File: src/rtl/div_seq_pkg.sv
// Shared definitions for the EX-stage divide sequencer: state encodings
// and the default datapath sizes matching the register data bus.
package div_seq_pkg;

  localparam int DIV_DATA_WIDTH = 32;
  localparam int DIV_CNT_WIDTH  = 6;

  typedef enum logic [1:0] {
    DIV_IDLE = 2'd0,
    DIV_ZERO = 2'd1,
    DIV_RUN  = 2'd2,
    DIV_DONE = 2'd3
  } div_state_e;

endpackage

File: src/rtl/div_seq.sv
// Multi-cycle restoring divider for MIPS DIV/DIVU. It stalls the pipeline
// while iterating and pulses result_valid for the HI/LO write.
module div_seq
  import div_seq_pkg::*;
#(
  parameter int DATA_WIDTH = DIV_DATA_WIDTH,
  parameter int CNT_WIDTH  = DIV_CNT_WIDTH
) (
  input  logic                  clock,
  input  logic                  reset,
  input  logic                  start,
  input  logic                  signed_div,
  input  logic [DATA_WIDTH-1:0] operand1,
  input  logic [DATA_WIDTH-1:0] operand2,
  input  logic                  annul,
  output logic                  stall_req,
  output logic                  result_valid,
  output logic [DATA_WIDTH-1:0] quotient,
  output logic [DATA_WIDTH-1:0] remainder,
  output logic                  div_by_zero
);

  localparam logic [CNT_WIDTH-1:0] LAST_CNT = CNT_WIDTH'(DATA_WIDTH - 1);

  div_state_e            state_q, state_d;
  logic [CNT_WIDTH-1:0]  counter_q, counter_d;
  logic [DATA_WIDTH:0]   acc_q, acc_d;
  logic [DATA_WIDTH-1:0] dvd_q, dvd_d;
  logic [DATA_WIDTH-1:0] dvs_q, dvs_d;
  logic                  neg_quot_q, neg_quot_d;
  logic                  neg_rem_q, neg_rem_d;
  logic [DATA_WIDTH-1:0] quotient_q, quotient_d;
  logic [DATA_WIDTH-1:0] remainder_q, remainder_d;
  logic                  dbz_q, dbz_d;

  logic [DATA_WIDTH-1:0] mag1, mag2;
  logic [DATA_WIDTH+1:0] trial;
  logic [DATA_WIDTH:0]   step_acc;
  logic [DATA_WIDTH-1:0] step_dvd;

  always_ff @(posedge clock or negedge reset) begin
    if (!reset) begin
      state_q     <= DIV_IDLE;
      counter_q   <= '0;
      acc_q       <= '0;
      dvd_q       <= '0;
      dvs_q       <= '0;
      neg_quot_q  <= 1'b0;
      neg_rem_q   <= 1'b0;
      quotient_q  <= '0;
      remainder_q <= '0;
      dbz_q       <= 1'b0;
    end else begin
      state_q     <= state_d;
      counter_q   <= counter_d;
      acc_q       <= acc_d;
      dvd_q       <= dvd_d;
      dvs_q       <= dvs_d;
      neg_quot_q  <= neg_quot_d;
      neg_rem_q   <= neg_rem_d;
      quotient_q  <= quotient_d;
      remainder_q <= remainder_d;
      dbz_q       <= dbz_d;
    end
  end

  always_comb begin
    state_d     = state_q;
    counter_d   = counter_q;
    acc_d       = acc_q;
    dvd_d       = dvd_q;
    dvs_d       = dvs_q;
    neg_quot_d  = neg_quot_q;
    neg_rem_d   = neg_rem_q;
    quotient_d  = quotient_q;
    remainder_d = remainder_q;
    dbz_d       = dbz_q;

    mag1 = (signed_div && operand1[DATA_WIDTH-1]) ? -operand1 : operand1;
    mag2 = (signed_div && operand2[DATA_WIDTH-1]) ? -operand2 : operand2;

    // One restoring step: the sign bit of the widened difference decides keep/restore.
    trial    = {acc_q, dvd_q[DATA_WIDTH-1]} - {2'b00, dvs_q};
    step_acc = trial[DATA_WIDTH+1] ? {acc_q[DATA_WIDTH-1:0], dvd_q[DATA_WIDTH-1]}
                                   : trial[DATA_WIDTH:0];
    step_dvd = {dvd_q[DATA_WIDTH-2:0], ~trial[DATA_WIDTH+1]};

    case (state_q)
      DIV_IDLE: begin
        if (start && !annul) begin
          neg_quot_d = signed_div && (operand1[DATA_WIDTH-1] != operand2[DATA_WIDTH-1]);
          neg_rem_d  = signed_div && operand1[DATA_WIDTH-1];
          counter_d  = '0;
          acc_d      = '0;
          dvs_d      = mag2;
          // A zero divisor parks the raw dividend here so ZERO can return it.
          if (operand2 == '0) begin
            dvd_d   = operand1;
            state_d = DIV_ZERO;
          end else begin
            dvd_d   = mag1;
            state_d = DIV_RUN;
          end
        end
      end
      DIV_ZERO: begin
        if (annul) begin
          state_d = DIV_IDLE;
        end else begin
          quotient_d  = '0;
          remainder_d = dvd_q;
          dbz_d       = 1'b1;
          state_d     = DIV_DONE;
        end
      end
      DIV_RUN: begin
        if (annul) begin
          state_d = DIV_IDLE;
        end else begin
          acc_d     = step_acc;
          dvd_d     = step_dvd;
          counter_d = counter_q + CNT_WIDTH'(1);
          if (counter_q == LAST_CNT) begin
            quotient_d  = neg_quot_q ? -step_dvd : step_dvd;
            remainder_d = neg_rem_q ? -step_acc[DATA_WIDTH-1:0] : step_acc[DATA_WIDTH-1:0];
            dbz_d       = 1'b0;
            state_d     = DIV_DONE;
          end
        end
      end
      DIV_DONE: state_d = DIV_IDLE;
      default:  state_d = DIV_IDLE;
    endcase
  end

  assign stall_req    = reset && ((state_q == DIV_IDLE && start && !annul) ||
                                  state_q == DIV_ZERO || state_q == DIV_RUN);
  assign result_valid = (state_q == DIV_DONE);
  assign quotient     = quotient_q;
  assign remainder    = remainder_q;
  assign div_by_zero  = dbz_q;

endmodule

File: config.mk
export PLATFORM = sky130hd
export DESIGN_NAME = div_seq
export DESIGN_NICKNAME = d
export VERILOG_FILES = /design/src/rtl/div_seq_pkg.sv /design/src/rtl/div_seq.sv
export SDC_FILE = /design/constraint.sdc
export NUM_CORES = 1
export LEC_CHECK = 0
export CORE_UTILIZATION = 50
export CTS_BUF_LIST = sky130_fd_sc_hd__clkbuf_8 sky130_fd_sc_hd__clkbuf_16
export DETAILED_ROUTE_END_ITERATION = 8
export PLACE_DENSITY = 0.72
export SYNTH_ARGS = -nofsm -noshare
export SYNTH_HDL_FRONTEND = slang
export SYNTH_SLANG_ARGS = --single-unit
File: constraint.sdc
create_clock -name clock -period 7.09 [get_ports clock]
set_input_delay 0.709 -clock clock [delete_from_list [all_inputs] [get_ports clock]]
set_output_delay 0.709 -clock clock [all_outputs]
set_load 0.05 [all_outputs]
==> metrics.md, run 1 <==
| Metric | Value |
|---|---|
| Status | finished, final reports clean |
| Critical Path Start Type | register |
| Fin. max-slew vios | 0 |
| Setup bufs post-CTS | 0 |
| Final Hold Vio Count | 0 |
| CTS tree | built |
| Worst r2r dst | remainder[22] |
| Yosys warns | 0 |
| DRT Pass-1 Iters | 5 |
| Fin crit period | 5160 ps |
| Die span in y | 160 um |
| CP arrival | 5450 ps |
| Core Region | 24500 um2 |
| RSZ-0062 raised after global routing | false |
| CP Capture Type | register |
| Antenna cell count | 0 |
| CTS buffer count | 17 |
| Synth-to-Final Area Change | 16.5% |
| Kind of critical path | reg -> reg |
| ANT nets after route | 0 |
| Post-Synthesis Net Count | 1628 |
| Relative slew slack | 35.6% |
| CTS Sinks | 172 |
| Tightest Pin Transition | 964 ps |
| Vias in the first global route | 10700 |
| DR vias/cell | 5.94 |
| H-tree depth | 4 |
| # rows | 57 |
| Critical R2R Launch | acc_q[3] |
| Initial Utilization | 51.3% |
| DRT iter0 DRCs | 820 |
| Clock Latency Late Sink | 430 ps |
| Detailed placer's ending HPWL | 26400 um |
| Crit. Startpoint | acc_q[3] |
| Gpl congestion | 0.910 |
| DR vias | 11400 |
| Most frequent cells in the layout | nand2_1, o21ai_0, dfrtp_1, clkdlybuf4s50_1, a21oi_1 |
| Largest net degree at the start of global routing | 81 |
| Setup_tns | 0 ps |
| Die width | 160 um |
| Max Freq | 194 MHz |
| Total wire length | 35100 um |
| Worst reg-to-reg path cell count | 19 |
| Overflow after GRT | 0 |
| DIE AREA | 25700 um2 |
| Ratio of cells with drive above 1 in the final layout | 5.49% |
| Fin crit share | 72.8% |
| Overall Global Routing Usage | 27.6% |
| Most common library cell in the layout ignoring fill and taps | nand2_1 |
| CTS hold repair buffers | 0 |
| Worst EP required | 7380 ps |
| Flops & latches, synth | 172 |
| Crit path cell chain | ha_1 > a21o_1 > a31o_2 > o211ai_2 > nand3_2 > a21oi_2 > xnor2_4 > inv_2 > mux2i_1 > ha_1 > nand2_1 > a211o_1 > or4_4 > a2111oi_2 > mux2i_1 > nand2b_4 > o31ai_1 > xnor2_1 > o21ai_1 |
| Crit path max-delay cell type | dfrtp_1 |
| Slowest stage delay, CP | 450 ps |
| Number of flops mapped to enable cells by yosys | 0 |
| Syn avg cell area | 8.27 um2 |
| Min-Delay Path Class | in -> async |
| Crit path to | remainder[22] |
| Worst R2R Setup Slack | 1930 ps |
| IO Port Bufs | 135 |
| CTS Buffer Depth | 2 |
| Clk root buf | clkbuf_16 |
| I/O Pins | 136 |
| Maxcap violations | 0 |
| Post-synthesis cell area | 12500 um2 |
| Seq/Total Area, Yosys | 34.3% |
| Post-synthesis cell count | 1516 |
| Ys flop type | dfrtp_1 |
| Initial antenna violation count | 0 |
| Netlist cell types | 86 |
| Synth async-reset ratio | 100% |
| Resized Gates After CTS | 0 |
| Final net count | 1703 |
| Largest fanout on the critical path | 12 |
| First-pass GRT wire length | 56800 um |
| Setup Viol. Count Final | 0 |
| Reg clk slew, reported paths | 70 ps |
| DRC violations left | 0 |
| Wirelength per Cell | 18.2 um |
| Clock skew | 14.7 ps |
cells in the mapped netlist (10+ instances only):
master | count | area (um2)
a21o_1 | 11 | 82.6
a21oi_1 | 109 | 546
and2_1 | 11 | 68.8
buf_2 | 19 | 95.1
clkbuf_1 | 58 | 218
dfrtp_1 | 172 | 4300
ha_1 | 42 | 526
inv_1 | 54 | 203
mux2i_1 | 48 | 480
nand2_1 | 205 | 769
nand3_1 | 27 | 135
nand4_1 | 10 | 62.6
nor2_1 | 92 | 345
nor2b_1 | 10 | 62.6
nor3_1 | 32 | 160
nor3b_1 | 16 | 120
o21a_1 | 10 | 75.1
o21ai_0 | 181 | 906
o21ai_1 | 10 | 50.1
o22ai_1 | 20 | 125
o31ai_1 | 31 | 233
or3_1 | 24 | 150
or4_1 | 14 | 105
xnor2_1 | 36 | 315
xor2_1 | 98 | 858
through the flow:
step / setup WS [ps] / instance area [um2] / cells / util [%] / hold WS, ps
2_1_floorplan: 2070 / 12500 / 1516 / - / 413
3_3_place_gp: 2100 / 14000 / 1896 / 57.3 / 461
3_5_place_dp: 1960 / 14000 / 1896 / 57.3 / 470
4_1_cts: 1940 / 14600 / 1927 / 59.7 / 207
5_1_grt: 1570 / 14600 / 1927 / 59.7 / 219
6_report: 1930 / 14600 / 1927 / 59.7 / 201
worst min path at each step:
stage,depth (start not counted),to,start,slack [ps]
after global placement,2,dvs_q[16],dvs_q[16],460
after floorplan,0,acc_q[0],reset,410
after CTS,1,remainder[6],reset,210
after global routing,1,remainder[6],reset,220
after detailed placement,2,dvs_q[15],dvs_q[15],470
final,1,remainder[6],reset,200
layout make-up:
type / count / area (um2)
clock inverter: 14 / 153
fill: 2217 / 9860
inverter: 55 / 206
sequential: 172 / 4300
timing repair buffer: 146 / 1440
clock buffer: 17 / 425
tap: 324 / 405
multi-input combinational: 1199 / 7680
sequential cells by signal, indices dropped and copies added (netlist names):
name	flops
dvd_q	32
state_q	2
remainder	32
quotient	32
neg_rem_q	1
dvs_q	32
acc_q	33
div_by_zero	1
neg_quot_q	1
counter_q	6
worst max-delay path, delay by kind of cell, from the launching register on:
kind | cells | cell delay, ps
compound gates | 8 | 1950
xor+xnor | 2 | 250
fa+ha+maj | 2 | 710
buf+inv | 1 | 200
flops | 1 | 450
mux | 2 | 540
simple gates | 4 | 910
metal layers:
| layer | vias to the layer above | track usage, % | part of all wire, % |
|---|---|---|---|
| met3 | 50 | 4.73 | 5.9 |
| met5 | - | 0 | 0 |
| li1 | 5582 | - | - |
| met2 | 406 | 44.5 | 46 |
| met4 | 0 | 7.40 | 1.7 |
| met1 | 5399 | 38.4 | 47 |
kinds of logic (layout without fill, tap and decap cells):
group                      Yosys count  after routing  share of synthesized area [%]
buffers and inverters              145            232                           4.76
AOI/OAI and AO/OA                  463            463                           23.0
and+or+nand+nor                    501            501                           19.5
xor gates and xnor gates           135            135                           9.49
muxes                               57             57                           4.64
DFF                                172            172                           34.3
adders and majority gates           43             43                           4.35
Power of run 1 is not shown: default switching activity piles up to over one toggle a cycle in this logic, so the estimate is an artifact.
==> run 2, diff against run 1 <==
--- a/config.mk
+++ b/config.mk
@@ -8,7 +8,7 @@
 export CORE_UTILIZATION = 50
 export CTS_BUF_LIST = sky130_fd_sc_hd__clkbuf_8 sky130_fd_sc_hd__clkbuf_16
 export DETAILED_ROUTE_END_ITERATION = 8
-export PLACE_DENSITY = 0.72
+export PLACE_DENSITY = 0.75
 export SYNTH_ARGS = -nofsm -noshare
 export SYNTH_HDL_FRONTEND = slang
 export SYNTH_SLANG_ARGS = --single-unit
==> constraint.sdc (replaced) <==
create_clock -name clock -period 4.25 [get_ports clock]
set_input_delay 0.425 -clock clock [delete_from_list [all_inputs] [get_ports clock]]
set_output_delay 0.425 -clock clock [all_outputs]
set_load 0.05 [all_outputs]
==> run 2 against run 1 <==
  * Global-route usage grew 1.4 points
  * Sequential share of layout area down 3.0 points
  * Highest routed layer unchanged
  * Die area unchanged
  * First-iteration DRC count grew 27%
  * Register-to-register slack worse by 2000 ps
  * Final cell count rose by 8.4%
  * Hold slack improved by 260 ps
  * The flow now finishes with violations (negative setup slack)
  * Wire length grew 5.7%
  * Critical path depth down 1
  * Non-clock buffer count increased by 162
==> metrics.md, run 2 (synthesis results as in run 1) <==
| Metric | Value |
|---|---|
| Setup Viol. Count Final | 3 (was 0) |
| Total wire length | 37100 um (was 35100 um) |
| Fin crit period | 4300 ps (was 5160 ps) |
| Crit path max-delay cell type | or4_4 (was dfrtp_1) |
| # rows | 57 (unchanged) |
| Kind of critical path | reg -> reg (unchanged) |
| Die width | 160 um (unchanged) |
| Area taken by multi-input logic gates | 8090 um2 (was 7680 um2) |
| Crit path cell chain | ha_1 > a31o_4 > o211ai_4 > nand3_2 > a21oi_4 > xnor2_4 > inv_4 > mux2i_4 > ha_2 > nand2_1 > a211o_1 > or4_4 > a2111oi_4 > mux2i_4 > nand2b_4 > o31ai_4 > xnor2_1 > o21ai_1 (was ha_1 > a21o_1 > a31o_2 > o211ai_2 > nand3_2 > a21oi_2 > xnor2_4 > inv_2 > mux2i_1 > ha_1 > nand2_1 > a211o_1 > or4_4 > a2111oi_2 > mux2i_1 > nand2b_4 > o31ai_1 > xnor2_1 > o21ai_1) |
| CP most frequent cell | mux2i_4 |
| Die span in y | 160 um (unchanged) |
| Vias in the first global route | 11300 (was 10700) |
| DRT iter0 DRCs | 1043 (was 820) |
| Overall Global Routing Usage | 29.1% (was 27.6%) |
| CTS Buffer Depth | 2 (unchanged) |
| Reg clk slew, reported paths | 80 ps (was 70 ps) |
| CTS Sinks | 172 (unchanged) |
| Clock skew | 22.3 ps (was 14.7 ps) |
| Final net count | 1865 (was 1703) |
| Clk root buf | clkbuf_16 (unchanged) |
| Largest net degree at the start of global routing | 83 (was 81) |
| Fillers | 2065 (was 2217) |
| Final Hold Vio Count | 0 (unchanged) |
| Crit path max-delay family | compound AO/OA/AOI/OAI gates (unchanged) |
| Detailed placer's ending HPWL | 27900 um (was 26400 um) |
| Critical Path Start Type | register (unchanged) |
| Tightest Pin Transition | 1090 ps (was 964 ps) |
| Pre-CTS WS | -245 ps (was 1960 ps) |
| DRT Pass-1 Iters | 7 (was 5) |
| Min-Delay Path Class | in -> async (unchanged) |
| Status | finished with violations (was finished, final reports clean) |
| Core Region | 24500 um2 (unchanged) |
| RSZ-0062 raised after global routing | true (was false) |
| IO Port Bufs | 135 (unchanged) |
| Ratio of cells with drive above 1 in the final layout | 17.3% (was 5.49%) |
| Fin. max-slew vios | 0 (unchanged) |
| Initial Utilization | 51.3% (unchanged) |
| Largest register FFs | 33 (unchanged) |
| Critical R2R Launch | acc_q[2] (was acc_q[3]) |
| Biggest register | acc_q (unchanged) |
| Slowest stage delay, CP | 440 ps (was 450 ps) |
| H-tree depth | 4 (unchanged) |
| DR vias/cell | 5.81 (was 5.94) |
| Max Freq | 233 MHz (was 194 MHz) |
| Maxcap violations | 0 (unchanged) |
| Fin crit share | 101% (was 72.8%) |
| CP arrival | 4600 ps (was 5450 ps) |
| Seq. cell area | 4300 um2 (unchanged) |
| Relative slew slack | 27.4% (was 35.6%) |
| Worst r2r dst | remainder[26] (was remainder[22]) |
| Initial antenna violation count | 0 (unchanged) |
| ANT nets after route | 0 (unchanged) |
| Antenna cell count | 0 (unchanged) |
| DIE AREA | 25700 um2 (unchanged) |
| CP Capture Type | register (unchanged) |
| Worst R2R Setup Slack | -50 ps (was 1930 ps) |
| DR vias | 12100 (was 11400) |
| Worst EP required | 4560 ps (was 7380 ps) |
| CTS buffer count | 17 (unchanged) |
| First-pass GRT wire length | 60000 um (was 56800 um) |
| Most frequent cells in the layout | nand2_1, dfrtp_1, o21ai_0, buf_4, clkdlybuf4s50_1 (was nand2_1, o21ai_0, dfrtp_1, clkdlybuf4s50_1, a21oi_1) |
| Synth-to-Final Area Change | 29.7% (was 16.5%) |
| Clock Latency Late Sink | 440 ps (was 430 ps) |
| Setup ws final | -45.1 ps (was 1930 ps) |
| I/O Pins | 136 (unchanged) |
| Largest fanout on the critical path | 6 (was 12) |
| Wirelength per Cell | 17.7 um (was 18.2 um) |
| WP buf/inv | 1 (unchanged) |
| Overflow after GRT | 0 (unchanged) |
| Failing checks | negative setup slack |
| Gpl congestion | 0.940 (was 0.910) |
| Worst reg-to-reg path cell count | 18 (was 19) |
| CTS tree | built (unchanged) |
| DRC violations left | 0 (unchanged) |
| Most common library cell in the layout ignoring fill and taps | nand2_1 (unchanged) |
[run 2: cell count changes in the layout (fill, tap and decap cells not counted), sizes merged]
cell,delta
clkinv,+1
dlygate4sd3,+1
inv,-1
buf,+161
[run 2: final cells by class]
| cell class | instances | share of cell area (%) |
|---|---|---|
| clock inverter | 14 | 0.907 |
| tap | 324 | 2.49 |
| timing repair buffer | 308 | 16.5 |
| clock buffer | 17 | 2.61 |
| multi-input combinational | 1199 | 49.7 |
| inverter | 55 | 1.28 |
| sequential | 172 | 26.5 |
[run 2: worst max path at each step]
stage	cells after the start	from	to	slack (ps)
5_1_grt	21	dvs_q[20]	remainder[26]	-250
3_3_place_gp	20	dvs_q[8]	remainder[26]	-70
3_5_place_dp	19	acc_q[13]	remainder[26]	-250
4_1_cts	19	acc_q[0]	remainder[26]	-30
6_report	18	acc_q[2]	remainder[26]	-50
2_1_floorplan	23	acc_q[7]	remainder[26]	-490
[run 2: worst reg2reg max path: stages (launching register included)]
cell and delay (ps):
dfrtp_1 400, ha_1 390, a31o_4 280, o211ai_4 210, nand3_2 140, a21oi_4 240
xnor2_4 110, inv_4 100, mux2i_4 240, ha_2 200, nand2_1 50, a211o_1 240
or4_4 440, a2111oi_4 250, mux2i_4 160, nand2b_4 220, o31ai_4 270, xnor2_1 150
o21ai_1 70
[run 2: timing repair]
item                       4_1_cts  5_1_grt
buffers inserted                 8       15
resized for setup               25       45
pin swaps                        7       18
setup endpoints to repair       12       24
hold endpoints to repair        36        0
hold buffers                     1        0
[run 2: metal layers]
layer | vias to the layer above | share of wire, % | global-route usage [%]
met3 | 46 | 6.2 | 3.23
met5 | - | 0 | 0
met4 | 0 | 1.7 | 7.58
li1 | 5900 | - | -
met1 | 5767 | 47 | 42.7
met2 | 419 | 45 | 45.4
[run 2: stage by stage]
stage / instance area (um2) / util [%] / TNS [ps] / hold slack (ps) / cells
after floorplan: 12600 / - / -4970 / 129 / 1516
after global placement: 15200 / 62.0 / -305 / 364 / 2034
after detailed placement: 15200 / 62.0 / -1780 / 361 / 2034
after CTS: 15900 / 65.1 / -49.2 / 473 / 2074
after global routing: 16300 / 66.5 / -2150 / 487 / 2089
final: 16300 / 66.5 / -73.2 / 459 / 2089
Power of run 2 is left out for the same reason.
==> run 3, diff against run 2 <==
--- a/config.mk
+++ b/config.mk
@@ -9,6 +9,7 @@
 export CTS_BUF_LIST = sky130_fd_sc_hd__clkbuf_8 sky130_fd_sc_hd__clkbuf_16
 export DETAILED_ROUTE_END_ITERATION = 8
 export PLACE_DENSITY = 0.75
+export REMOVE_ABC_BUFFERS = 1
 export SYNTH_ARGS = -nofsm -noshare
 export SYNTH_HDL_FRONTEND = slang
 export SYNTH_SLANG_ARGS = --single-unit
==> run 3 against run 2 <==
  * Critical endpoint is now remainder[28]
  * First-iteration DRC count fell by 17%
  * Global-route usage fell by 0.77 points
  * The run still ends with negative setup slack left
  * Final area decreased by 0.91%
  * Register-to-register slack worse by 20 ps
==> metrics.md, run 3 (synthesis results as in run 1) <==
| Metric | Value |
|---|---|
| Biggest register | acc_q (unchanged) |
| DIE AREA | 25700 um2 (unchanged) |
| Tightest Pin Transition | 1080 ps (was 1090 ps) |
| DRT iter0 DRCs | 866 (was 1043) |
| Ratio of cells with drive above 1 in the final layout | 16.3% (was 17.3%) |
| Placed cell areas | 15000 um2 (was 15200 um2) |
| Final Cell Area | 16100 um2 (was 16300 um2) |
| Core Util, Final | 65.9% (was 66.5%) |
| Most frequent cells in the layout | nand2_1, dfrtp_1, o21ai_0, buf_4, clkdlybuf4s50_1 (unchanged) |
| RSZ-0062 raised after global routing | true (unchanged) |
| CTS Buffer Depth | 2 (unchanged) |
| Overflow after GRT | 0 (unchanged) |
| Largest fanout on the critical path | 6 (unchanged) |
| Failing checks | negative setup slack (unchanged) |
| # rows | 57 (unchanged) |
| Gpl congestion | 0.901 (was 0.940) |
| CTS tree | built (unchanged) |
| CP most frequent cell | mux2i_4 (unchanged) |
| Overall Global Routing Usage | 28.3% (was 29.1%) |
| Reg clk slew, reported paths | 80 ps (about the same) |
| Core Region | 24500 um2 (unchanged) |
| CTS Sinks | 172 (unchanged) |
| Fin crit period | 4320 ps (was 4300 ps) |
| Largest net degree at the start of global routing | 80 (was 83) |
| DRC violations left | 0 (unchanged) |
| Largest register FFs | 33 (unchanged) |
| Initial Utilization | 51.3% (unchanged) |
| Final Hold Vio Count | 0 (unchanged) |
| Fillers | 2051 (was 2065) |
| Most common library cell in the layout ignoring fill and taps | nand2_1 (unchanged) |
| Setup ws final | -67.4 ps (was -45.1 ps) |
| Relative slew slack | 27.7% (was 27.4%) |
| H-tree depth | 4 (unchanged) |
| CP Capture Type | register (unchanged) |
| Status | finished with violations (unchanged) |
| Critical R2R Launch | acc_q[15] (was acc_q[2]) |
| Fin. max-slew vios | 0 (unchanged) |
| Worst reg-to-reg path cell count | 19 (was 18) |
| CTS buffer count | 17 (unchanged) |
| Max Freq | 232 MHz (was 233 MHz) |
| Critical Path Start Type | register (unchanged) |
| Maxcap violations | 0 (unchanged) |
| Total wire length | 36600 um (was 37100 um) |
| Vias in the first global route | 11300 (about the same) |
| Die span in y | 160 um (unchanged) |
| DR vias | 12000 (was 12100) |
| CP arrival | 4630 ps (was 4600 ps) |
| Detailed placer's ending HPWL | 27700 um (was 27900 um) |
| Worst EP required | 4560 ps (about the same) |
| Worst R2R Setup Slack | -70 ps (was -50 ps) |
| Final net count | 1847 (was 1865) |
| Synth-to-Final Area Change | 28.5% (was 29.7%) |
| First-pass GRT wire length | 58100 um (was 60000 um) |
| Slowest stage delay, CP | 440 ps (about the same) |
| Initial antenna violation count | 0 (unchanged) |
| Clk root buf | clkbuf_16 (unchanged) |
| Kind of critical path | reg -> reg (unchanged) |
| Setup Viol. Count Final | 6 (was 3) |
| DRT Pass-1 Iters | 5 (was 7) |
| Fin crit share | 102% (was 101%) |
| IO Port Bufs | 135 (unchanged) |
| Clock Latency Late Sink | 440 ps (about the same) |
| ANT nets after route | 0 (unchanged) |
| Crit path max-delay cell type | or4_4 (unchanged) |
| Die width | 160 um (unchanged) |
| Worst r2r dst | remainder[28] (was remainder[26]) |
| Min-Delay Path Class | in -> async (unchanged) |
| I/O Pins | 136 (unchanged) |
| Crit path cell chain | ha_1 > buf_4 > nand2_1 > a21o_1 > o32a_1 > nand3_2 > a21oi_4 > xnor2_4 > inv_4 > mux2i_4 > ha_2 > nand2_2 > a211o_1 > or4_4 > a2111oi_4 > mux2i_4 > nand2b_4 > nor4_2 > o31ai_2 (was ha_1 > a31o_4 > o211ai_4 > nand3_2 > a21oi_4 > xnor2_4 > inv_4 > mux2i_4 > ha_2 > nand2_1 > a211o_1 > or4_4 > a2111oi_4 > mux2i_4 > nand2b_4 > o31ai_4 > xnor2_1 > o21ai_1) |
| Wirelength per Cell | 17.7 um (about the same) |
| Pre-CTS WS | -201 ps (was -245 ps) |
| Antenna cell count | 0 (unchanged) |
| DR vias/cell | 5.80 (was 5.81) |
| Clock skew | 16.7 ps (was 22.3 ps) |
-- run 3: cell count changes in the layout (fill, tap and decap cells not counted), sizes merged --
| cell | delta |
|---|---|
| clkinvlp | -2 |
| clkinv | +3 |
| buf | -18 |
-- run 3: timing repair --
action / in CTS / in global routing
endpoints found under the setup margin: 11 / 20
gates resized for setup: 26 / 55
pin swaps: 6 / 25
endpoints found under the hold margin: 31 / 0
buffers inserted: 4 / 8
hold buffers: 1 / 0
-- run 3: area by class of cell --
class | instances | area (um2) | area share [%]
repair buffers | 290 | 2530 | 15.7
well taps | 324 | 405 | 2.51
multi-input cells | 1199 | 8070 | 50.0
inverters | 55 | 209 | 1.30
clock inverters | 15 | 178 | 1.10
clock buffers | 17 | 425 | 2.64
flip-flops and latches | 172 | 4300 | 26.7
-- run 3: per-stage QoR --
stage / hold WS (ps) / cells / TNS, ps
2_1_floorplan: 129 / 1426 / -79940
3_3_place_gp: 351 / 2027 / -212
3_5_place_dp: 343 / 2027 / -1370
4_1_cts: 442 / 2064 / -93.6
5_1_grt: 467 / 2072 / -2250
6_report: 439 / 2072 / -179
-- run 3: worst max-delay path by stage --
stage	start	to	slack [ps]	cells after the start
floorplan	acc_q[7]	remainder[16]	-1780	19
global placement	acc_q[3]	remainder[26]	-70	19
global route	dvs_q[4]	remainder[28]	-260	19
finish	acc_q[15]	remainder[28]	-70	19
detailed placement	acc_q[3]	remainder[12]	-200	21
CTS	acc_q[3]	remainder[26]	-30	19
-- run 3: worst max-delay path, delay by kind of cell (launching register included) --
family          cells  cell delay [ps]
simple gates        6             1260
compound gates      6             1210
fa+ha+maj           2              540
flops               1              410
mux                 2              390
buf+inv             2              270
xor+xnor            1              100
-- run 3: per-layer routing --
layer | vias up | global-route usage, % | share of wire [%]
li1 | 5871 | - | -
met5 | - | 0 | 0
met4 | 0 | 9.48 | 2.7
met2 | 422 | 45.6 | 46
met1 | 5669 | 39.2 | 45
met3 | 54 | 3.87 | 6.1
Power of run 3 is left out for the same reason.
